--- config.mk ---
export PLATFORM = sky130hd
export DESIGN_NAME = filter_arbiter
export DESIGN_NICKNAME = d
export VERILOG_FILES = /design/src/rtl/filter_arbiter.sv
export SDC_FILE = /design/constraint.sdc
export NUM_CORES = 1
export LEC_CHECK = 0
export CORE_ASPECT_RATIO = 1.5
export CORE_UTILIZATION = 36
export DETAILED_ROUTE_END_ITERATION = 8
export GPL_ROUTABILITY_DRIVEN = 0
export PLACE_DENSITY = 0.86
export SYNTH_ARGS = -nofsm -noshare
export SYNTH_HDL_FRONTEND = slang
export SYNTH_SLANG_ARGS = --single-unit
--- constraint.sdc ---
create_clock -name clk -period 2 [get_ports clk]
set_input_delay 0.5 -clock clk [delete_from_list [all_inputs] [get_ports clk]]
set_output_delay 0.5 -clock clk [all_outputs]
set_load 0.03 [all_outputs]
--- src/rtl/filter_arbiter.sv ---
// filter_arbiter: two-input round-robin arbiter feeding a one-entry output register through a pass filter
// Ports:
//   clk, rst_n                        clock, asynchronous active-low reset
//   in0_valid/in0_ready/in0_bits      requester 0 (valid/ready handshake)
//   in1_valid/in1_ready/in1_bits      requester 1 (valid/ready handshake)
//   out_valid/out_ready/out_bits      filtered output stream
//   out_src                           requester index that supplied out_bits
//   drop_count                        saturating count of rejected beats (only with FILTER_ARB_DROP_CNT_EN)
// A beat passes when bits < THRESH and bits is odd; rejected beats are consumed and discarded.
module filter_arbiter #(
    parameter int WIDTH  = 16,
    parameter int THRESH = 10
) (
    input  logic             clk,
    input  logic             rst_n,
    input  logic             in0_valid,
    output logic             in0_ready,
    input  logic [WIDTH-1:0] in0_bits,
    input  logic             in1_valid,
    output logic             in1_ready,
    input  logic [WIDTH-1:0] in1_bits,
    output logic             out_valid,
    input  logic             out_ready,
    output logic [WIDTH-1:0] out_bits,
    output logic             out_src
`ifdef FILTER_ARB_DROP_CNT_EN
    ,
    output logic [15:0]      drop_count
`endif
);

    localparam logic [WIDTH-1:0] THRESH_W = WIDTH'(THRESH);

    logic             out_valid_q, out_valid_d;
    logic [WIDTH-1:0] out_bits_q, out_bits_d;
    logic             out_src_q, out_src_d;
    logic             prio_q, prio_d;
    logic             can_accept, grant0, grant1, any_grant, pass, load;
    logic [WIDTH-1:0] gnt_bits;

    always_comb begin
        can_accept = !out_valid_q || out_ready;
        // With both valid the pointer picks; a lone requester wins regardless of the pointer.
        grant0     = can_accept && in0_valid && (!in1_valid || !prio_q);
        grant1     = can_accept && in1_valid && (!in0_valid || prio_q);
        any_grant  = grant0 || grant1;
        gnt_bits   = grant1 ? in1_bits : in0_bits;
        pass       = (gnt_bits < THRESH_W) && gnt_bits[0];
        load       = any_grant && pass;
        out_valid_d = load || (out_valid_q && !out_ready);
        out_bits_d  = load ? gnt_bits : out_bits_q;
        out_src_d   = load ? grant1 : out_src_q;
        // Dropped beats also move the pointer so a rejecting requester cannot starve the other.
        prio_d      = any_grant ? grant0 : prio_q;
    end

    always_ff @(posedge clk or negedge rst_n) begin
        if (!rst_n) begin
            out_valid_q <= 1'b0;
            out_bits_q  <= '0;
            out_src_q   <= 1'b0;
            prio_q      <= 1'b0;
        end else begin
            out_valid_q <= out_valid_d;
            out_bits_q  <= out_bits_d;
            out_src_q   <= out_src_d;
            prio_q      <= prio_d;
        end
    end

    // Readies are masked by reset so nothing is consumed while the register is held clear.
    assign in0_ready = grant0 && rst_n;
    assign in1_ready = grant1 && rst_n;
    assign out_valid = out_valid_q;
    assign out_bits  = out_bits_q;
    assign out_src   = out_src_q;

`ifdef FILTER_ARB_DROP_CNT_EN
    logic [15:0] drop_count_q, drop_count_d;

    always_comb begin
        drop_count_d = (any_grant && !pass && drop_count_q != 16'hFFFF) ? drop_count_q + 16'd1 : drop_count_q;
    end

    always_ff @(posedge clk or negedge rst_n) begin
        if (!rst_n) begin
            drop_count_q <= '0;
        end else begin
            drop_count_q <= drop_count_d;
        end
    end

    assign drop_count = drop_count_q;
`endif

endmodule

After elaboration in Yosys (flattened, before gate mapping)
Index checks and enable logic that the tools add are counted.
Operators by class
  magnitude comparators: 1
  multiplexer cells: 1
  reductions and logical operators: 19
Operators with widths (number)
  16-bit by 4-bit < comparator with 1-bit output, second input constant: 1
  16-bit 2-to-1 mux: 1
  1-bit logical AND: 9
  1-bit zero test: 5
  1-bit logical OR: 5
Storage, ports and cells
  flip-flop bits (word level): 19
  input bits: 37
  word-level logic and storage cells: 25

Longest topological paths before layout
Gate-level depths: netlist of the first run.
  word-level depth: 9
  gate-level depth with buffers: 6

Worst setup path after synthesis of the first run
Ideal clock, no wire load.
  kind: input to output
  start: in out_ready
  end: out in1_ready
  arrival time: 1.226 ns
  path slack: 0.274 ns
  stages: 3
  buffers on the path: 0
  path through: nand2b_2 nand3_4 nor2_1
On the way
  word-level cells in the longest chain between the ends: 4
RTL lines
  from (decl): RTL line 23  | input logic out_ready,
  1-bit logical OR: RTL line 42  | can_accept = !out_valid_q || out_ready;
  1-bit logical AND (2 in a row): RTL line 45  | grant1 = can_accept && in1_valid && (!in0_valid || prio_q);
  1-bit logical AND: RTL line 73  | assign in1_ready = grant1 && rst_n;
  to (decl): RTL line 20  | output logic in1_ready,
Every way passes these cells.

Worst setup path after layout of the first run
  start: in out_ready
  end: out in0_ready
On the way
  word-level cells in the longest chain between the ends: 4
RTL lines
  1-bit logical OR: RTL line 42
  1-bit logical AND (2 in a row): RTL line 44  | grant0 = can_accept && in0_valid && (!in1_valid || !prio_q);
  1-bit logical AND: RTL line 72  | assign in0_ready = grant0 && rst_n;
  to (decl): RTL line 17  | output logic in0_ready,
Every way passes these cells.

==> results.cfg, run 1 <==
[pwr]
power_switching_w = 0.0001562
comb_power_share_pct = 20.1
internal_power_w = 0.0005592
p_leak_nw = 0.7420
cellPowerDensity_nw_per_um2 = 451.3
clockPowerShare_pct = 25.3
p_seq_share_pct = 54.6
swShare_pct = 21.84
peakVddDrop_uv = 423.5

[die]
io_pins = 57
rows = 21
dieArea_sq_um = 2703
start_util_pct = 39.30
die_w_um = 42.79
die_h_um = 63.18
core-area_sq_um = 2286

[cts]
clkLatencyLatePin_ps = 280
clock-sinks = 19
cts_tree = built
cts_made_buffers = 3
post-cts-setup-buffers = 0
clk_path_buf_depth = 2
cts-root-buf = clkbuf_4
cts.hold.buffers_added = 0
clkSlewWorstSetupHoldPaths_ps = 100
htreeDepth = 1

[route]
drt_wl_total_um = 2219
num_vias = 776
antenna_left = 0
drc = 0
drt-initial-drc-count = 13
via_per_inst = 4.881
drtPass1Iterations = 2
routedWlPerCell_um = 13.96

[worst_hold_path]
hp-class = reg -> reg

[worst_setup_path]
critPathLaunchType = input port
worstSetupPathType = in -> out
cp_data_arrival_time_ps = 1450
crit_path_max_fanout = 3
required_ps = 1500
cp-end-kind = primary output

[sta]
finalCritPeriodShare_pct = 97.29
finClkSkew_ps = 1.990
slew_headroom_pct = 78.20
setup_tns_ps = 0
drv_slew = 0
fmax_mhz = 513.9
final_hold_viol_count = 0
fin_crit_ps = 1946
tightest_slew_ps = 325.9
hold_slack_ps = 493.5
finalSetupViolCount = 0

[yosys]
syn_inst = 67
yosys-mux-area-fraction_pct = 11.42
yosys.area.top_type = dfrtp_1
synthAdderAreaFrac_pct = 0
synth.avg_cell_area_sq_um = 13.41
synth_cell_type_count = 26
synth_area_sq_um = 898.4
yosys.area_share.simple_pct = 28.13
ys_warn_count = 0
yosysTopAreaCellShare_pct = 52.92
synth_xor_area_share_pct = 0
synth-seq-cells = 19
synth_top_family_by_area = simple AND/OR/NAND/NOR gates
synth_compound_area_share_pct = 5.432
synth-edff-count = 0
synth_nets = 104
ys_async_sr_fraction_pct = 100.0
yosys-top-cells-count = 19 x dfrtp_1, 6 x and2_4
ys_seq_area_share_pct = 52.92
ys.flop_type = dfrtp_1
synth_most_common_cell = dfrtp_1
ys_top_cells_by_area = dfrtp_1 53%, and2_4 5.8%, mux2_4 5.0%

[final_layout]
area_growth_syn_to_layout_pct = 76.46
fin_cells = 159
drive_above_1_share_pct = 28.68
n_antenna_cell = 0
final_nets = 174
utilization_pct = 69.35

[grt]
grt_pass1_vias = 827
antenna_found_initial = 0
grtUsageTotal_pct = 16.72
grt_pass1_wl_um = 3512
grt_max_degree = 12
overflow = 0

[place]
dp.cells = 155
dp_hpwl_um = 1846
numPortBuffers = 56

[run_status]
status = complete, no violations

[job]
drv_cap = 0
==> cells by family after synthesis <==
kind of cell           after synthesis
AND/OR/NAND/NOR                     32
multiplexers                         8
buffers and inverters                3
flip-flops                          19
AO/OA/AOI/OAI                        5
==> routing by layer <==
layer	global-route usage (%)	wire, um	vias to the layer above
met1	17.29	808	365
met3	5.444	259	0
li1	-	-	370
met4	4.688	0	0
met2	30.87	1151	41
met5	0	0	-
==> state kept, by name (all words and copies together) (netlist names) <==
register,cells
out_bits,16
out_src,1
out_valid,1
prio_q,1
==> layout make-up <==
type | instances | area [sq um]
Clock buffer | 4 | 26.28
Tap cell | 23 | 28.78
Fill cell | 168 | 700.7
Inverter | 2 | 7.507
Multi-Input combinational cell | 45 | 411.6
Sequential cell | 19 | 475.5
Timing Repair Buffer | 66 | 635.6
==> worst paths after layout <==
check,from,end,slack [ps],cells after the start
min,out_bits[0],out_bits[0],490,1
max reg2reg,prio_q,out_bits[12],390,6
min reg2reg,out_bits[0],out_bits[0],490,1
min in group asynchronous,rst_n,out_bits[13],600,2
max,out_ready,in0_ready,50,4
max in group asynchronous,rst_n,out_valid,1240,2
==> per-stage QoR <==
| stage | power, W | cell area [sq um] | setup WS [ps] |
|---|---|---|---|
| 2_1_floorplan | 0.0004363 | 898.4 | 274.0 |
| 3_3_place_gp | 0.0005377 | 1546 | -192.7 |
| 3_5_place_dp | 0.0005419 | 1546 | -258.7 |
| 4_1_cts | 0.0007236 | 1572 | 2.416 |
| 5_1_grt | 0.0007488 | 1585 | -10.99 |
| 6_report | 0.0007154 | 1585 | 54.19 |
==> cell usage in the layout (no fill, tap or decap), types with 2 or more instances in the layout <==
cell type        instances
and2_1                   3
and2_2                   3
and2_4                   6
buf_4                   11
clkbuf_4                 3
clkdlybuf4s50_1         52
dfrtp_1                 19
inv_1                    2
mux2_2                   3
mux2_4                   3
nand2_1                  2
nand2b_4                 2
nand3_1                  2
nand3_4                  2
nand4_1                  2
nor2_1                   2
nor3_1                   2
nor4_2                   2
o21ai_0                  2
==> power by group through the flow <==
stage	registers [W]	logic, W	clock network (W)
after floorplan	0.000398	0.0000383	0
after detailed placement	0.000398	0.000144	0
after CTS	0.000390	0.000143	0.000190
final	0.000390	0.000144	0.000181
after global placement	0.000397	0.000140	0
after global routing	0.000391	0.000154	0.000204
==> critical path: stages <==
cell,delay (ps)
clkdlybuf4s50_1,450
nand2b_4,140
and4_1,190
buf_4,160
==> what timing repair did <==
item / in CTS / in global routing
pin swaps: 0 / 1
resized for setup: 1 / 4
endpoints found under the setup margin: 1 / 3
hold endpoints to repair: 0 / 0
(Power assumes the default switching activity.)
==> inputs of run 2 (changes only) <==
RECOVER_POWER = 25   (was default)
==> results.cfg, run 2 (synthesis results as in run 1) <==
[worst_setup_path]
critPathLaunchType = input port
worstSetupPathType = in -> out
r2r_setup_slack_ps = 390
crit_buf_inv = 2
required_ps = 1500
crit_path_max_fanout = 3
cp_data_arrival_time_ps = 1450
startpoint = out_ready
timing.rr.start = prio_q
cp_top_family = buffers and inverters
r2r_end = out_bits[12]
cp-end-kind = primary output
slowest_stage = clkdlybuf4s50_1
reg2regPathDepth = 6
max_stage_delay_ps = 450
path_cells = clkdlybuf4s50_1 -> nand2b_4 -> and4_1 -> buf_4

[sta]
hold_slack_ps = 494.5
tightest_slew_ps = 477.6
fmax_mhz = 514.0
final_hold_viol_count = 0
finalSetupViolCount = 0
drv_slew = 0
slew_headroom_pct = 68.16
finClkSkew_ps = 2.305
fin_crit_ps = 1946
finalCritPeriodShare_pct = 97.28

[final_layout]
largest_reg_flops = 16
area_growth_syn_to_layout_pct = 75.21
layout_common_cells = 52 x clkdlybuf4s50_1, 19 x dfrtp_1, 8 x buf_4
drive_above_1_share_pct = 26.47
fillers = 174
final_nets = 174
layout.cells.most_common = clkdlybuf4s50_1
n_antenna_cell = 0
fin_area_sq_um = 1574

[grt]
grtUsageTotal_pct = 16.72
grt_pass1_vias = 827
antenna_found_initial = 0
overflow = 0
grt_pass1_wl_um = 3512
grt_max_degree = 12

[die]
io_pins = 57
start_util_pct = 39.30
dieArea_sq_um = 2703
die_h_um = 63.18
die_w_um = 42.79
rows = 21
core-area_sq_um = 2286

[route]
routedWlPerCell_um = 13.92
drc = 0
drt_wl_total_um = 2214
drtPass1Iterations = 2
num_vias = 773
via_per_inst = 4.862
antenna_left = 0
drt-initial-drc-count = 11

[place]
dp_hpwl_um = 1846
numPortBuffers = 56
placed_area_sq_um = 1546

[pwr]
p_leak_nw = 0.7311
cellPowerDensity_nw_per_um2 = 452.8
peakVddDrop_uv = 424.1

[cts]
cts-root-buf = clkbuf_4
clk_path_buf_depth = 2
post-cts-setup-buffers = 0
htreeDepth = 1
clkSlewWorstSetupHoldPaths_ps = 90
clock-sinks = 19
cts_made_buffers = 3
cts.hold.buffers_added = 0
clkLatencyLatePin_ps = 280
cts_tree = built

[worst_hold_path]
hp-class = in -> reg
min_to = prio_q
holdPathStages = 2
hp-start = in1_valid

[job]
drv_cap = 0

[run_status]
status = complete, no violations
run 2: power by group:
group	internal, W	switching, W	total (W)	leakage [nW]
Combinational	0.0000921	0.0000488	0.000141	0.458
Clock	0.0000774	0.000104	0.000181	0.0150
Sequential	0.000387	0.00000320	0.000390	0.258
Total	0.000557	0.000156	0.000713	0.731
run 2: stage by stage:
step           util [%]  instances  setup TNS [ps]  setup slack, ps  total power (W)
6_report          68.86        159               0            54.37        0.0007127
5_1_grt           68.86        159          -10.99           -10.99        0.0007460
4_1_cts           68.75        159               0            2.416        0.0007236
3_5_place_dp      67.65        155           -3891           -258.7        0.0005419
3_3_place_gp      67.65        155           -2981           -192.7        0.0005377
2_1_floorplan         -         67               0            274.0        0.0004363
run 2: what timing repair did:
| item | 4_1_cts | 5_1_grt |
|---|---|---|
| pin swaps | 0 | 1 |
| gates resized for setup | 1 | 4 |
| endpoints found under the setup margin | 1 | 3 |
run 2: how the worst max path moves through the flow:
stage | endpoint | slack [ps] | cells after the start
after detailed placement | out_bits[12] | -260 | 7
after global placement | out_bits[13] | -190 | 7
final | in0_ready | 50 | 4
after CTS | in1_ready | 2 | 5
after floorplan | in1_ready | 270 | 3
after global routing | in1_ready | -10 | 5
run 2: layout make-up:
| class | instances | area (sq um) | share of cell area [%] |
|---|---|---|---|
| clock buffers | 4 | 26.28 | 1.669 |
| repair buffers | 66 | 624.3 | 39.67 |
| multi-input cells | 45 | 411.6 | 26.15 |
| well taps | 23 | 28.78 | 1.828 |
| inverters | 2 | 7.507 | 0.4769 |
| flip-flops and latches | 19 | 475.5 | 30.21 |
run 2: worst reg2reg max path: cells and delay by family, from the launching register on:
family | cells | cell delay, ps
multiplexers | 1 | 280
AND/OR/NAND/NOR | 4 | 610
flip-flops | 1 | 420
buffers and inverters | 1 | 210
run 2: per-layer routing:
layer / GRT usage, % / routed length [um] / vias to the layer above / part of all wire [%]
met5: 0 / 0 / - / 0
met4: 4.688 / 0 / 0 / 0
met3: 5.444 / 259 / 0 / 12
met2: 30.87 / 1147 / 41 / 52
met1: 17.29 / 806 / 362 / 36
li1: - / - / 370 / -
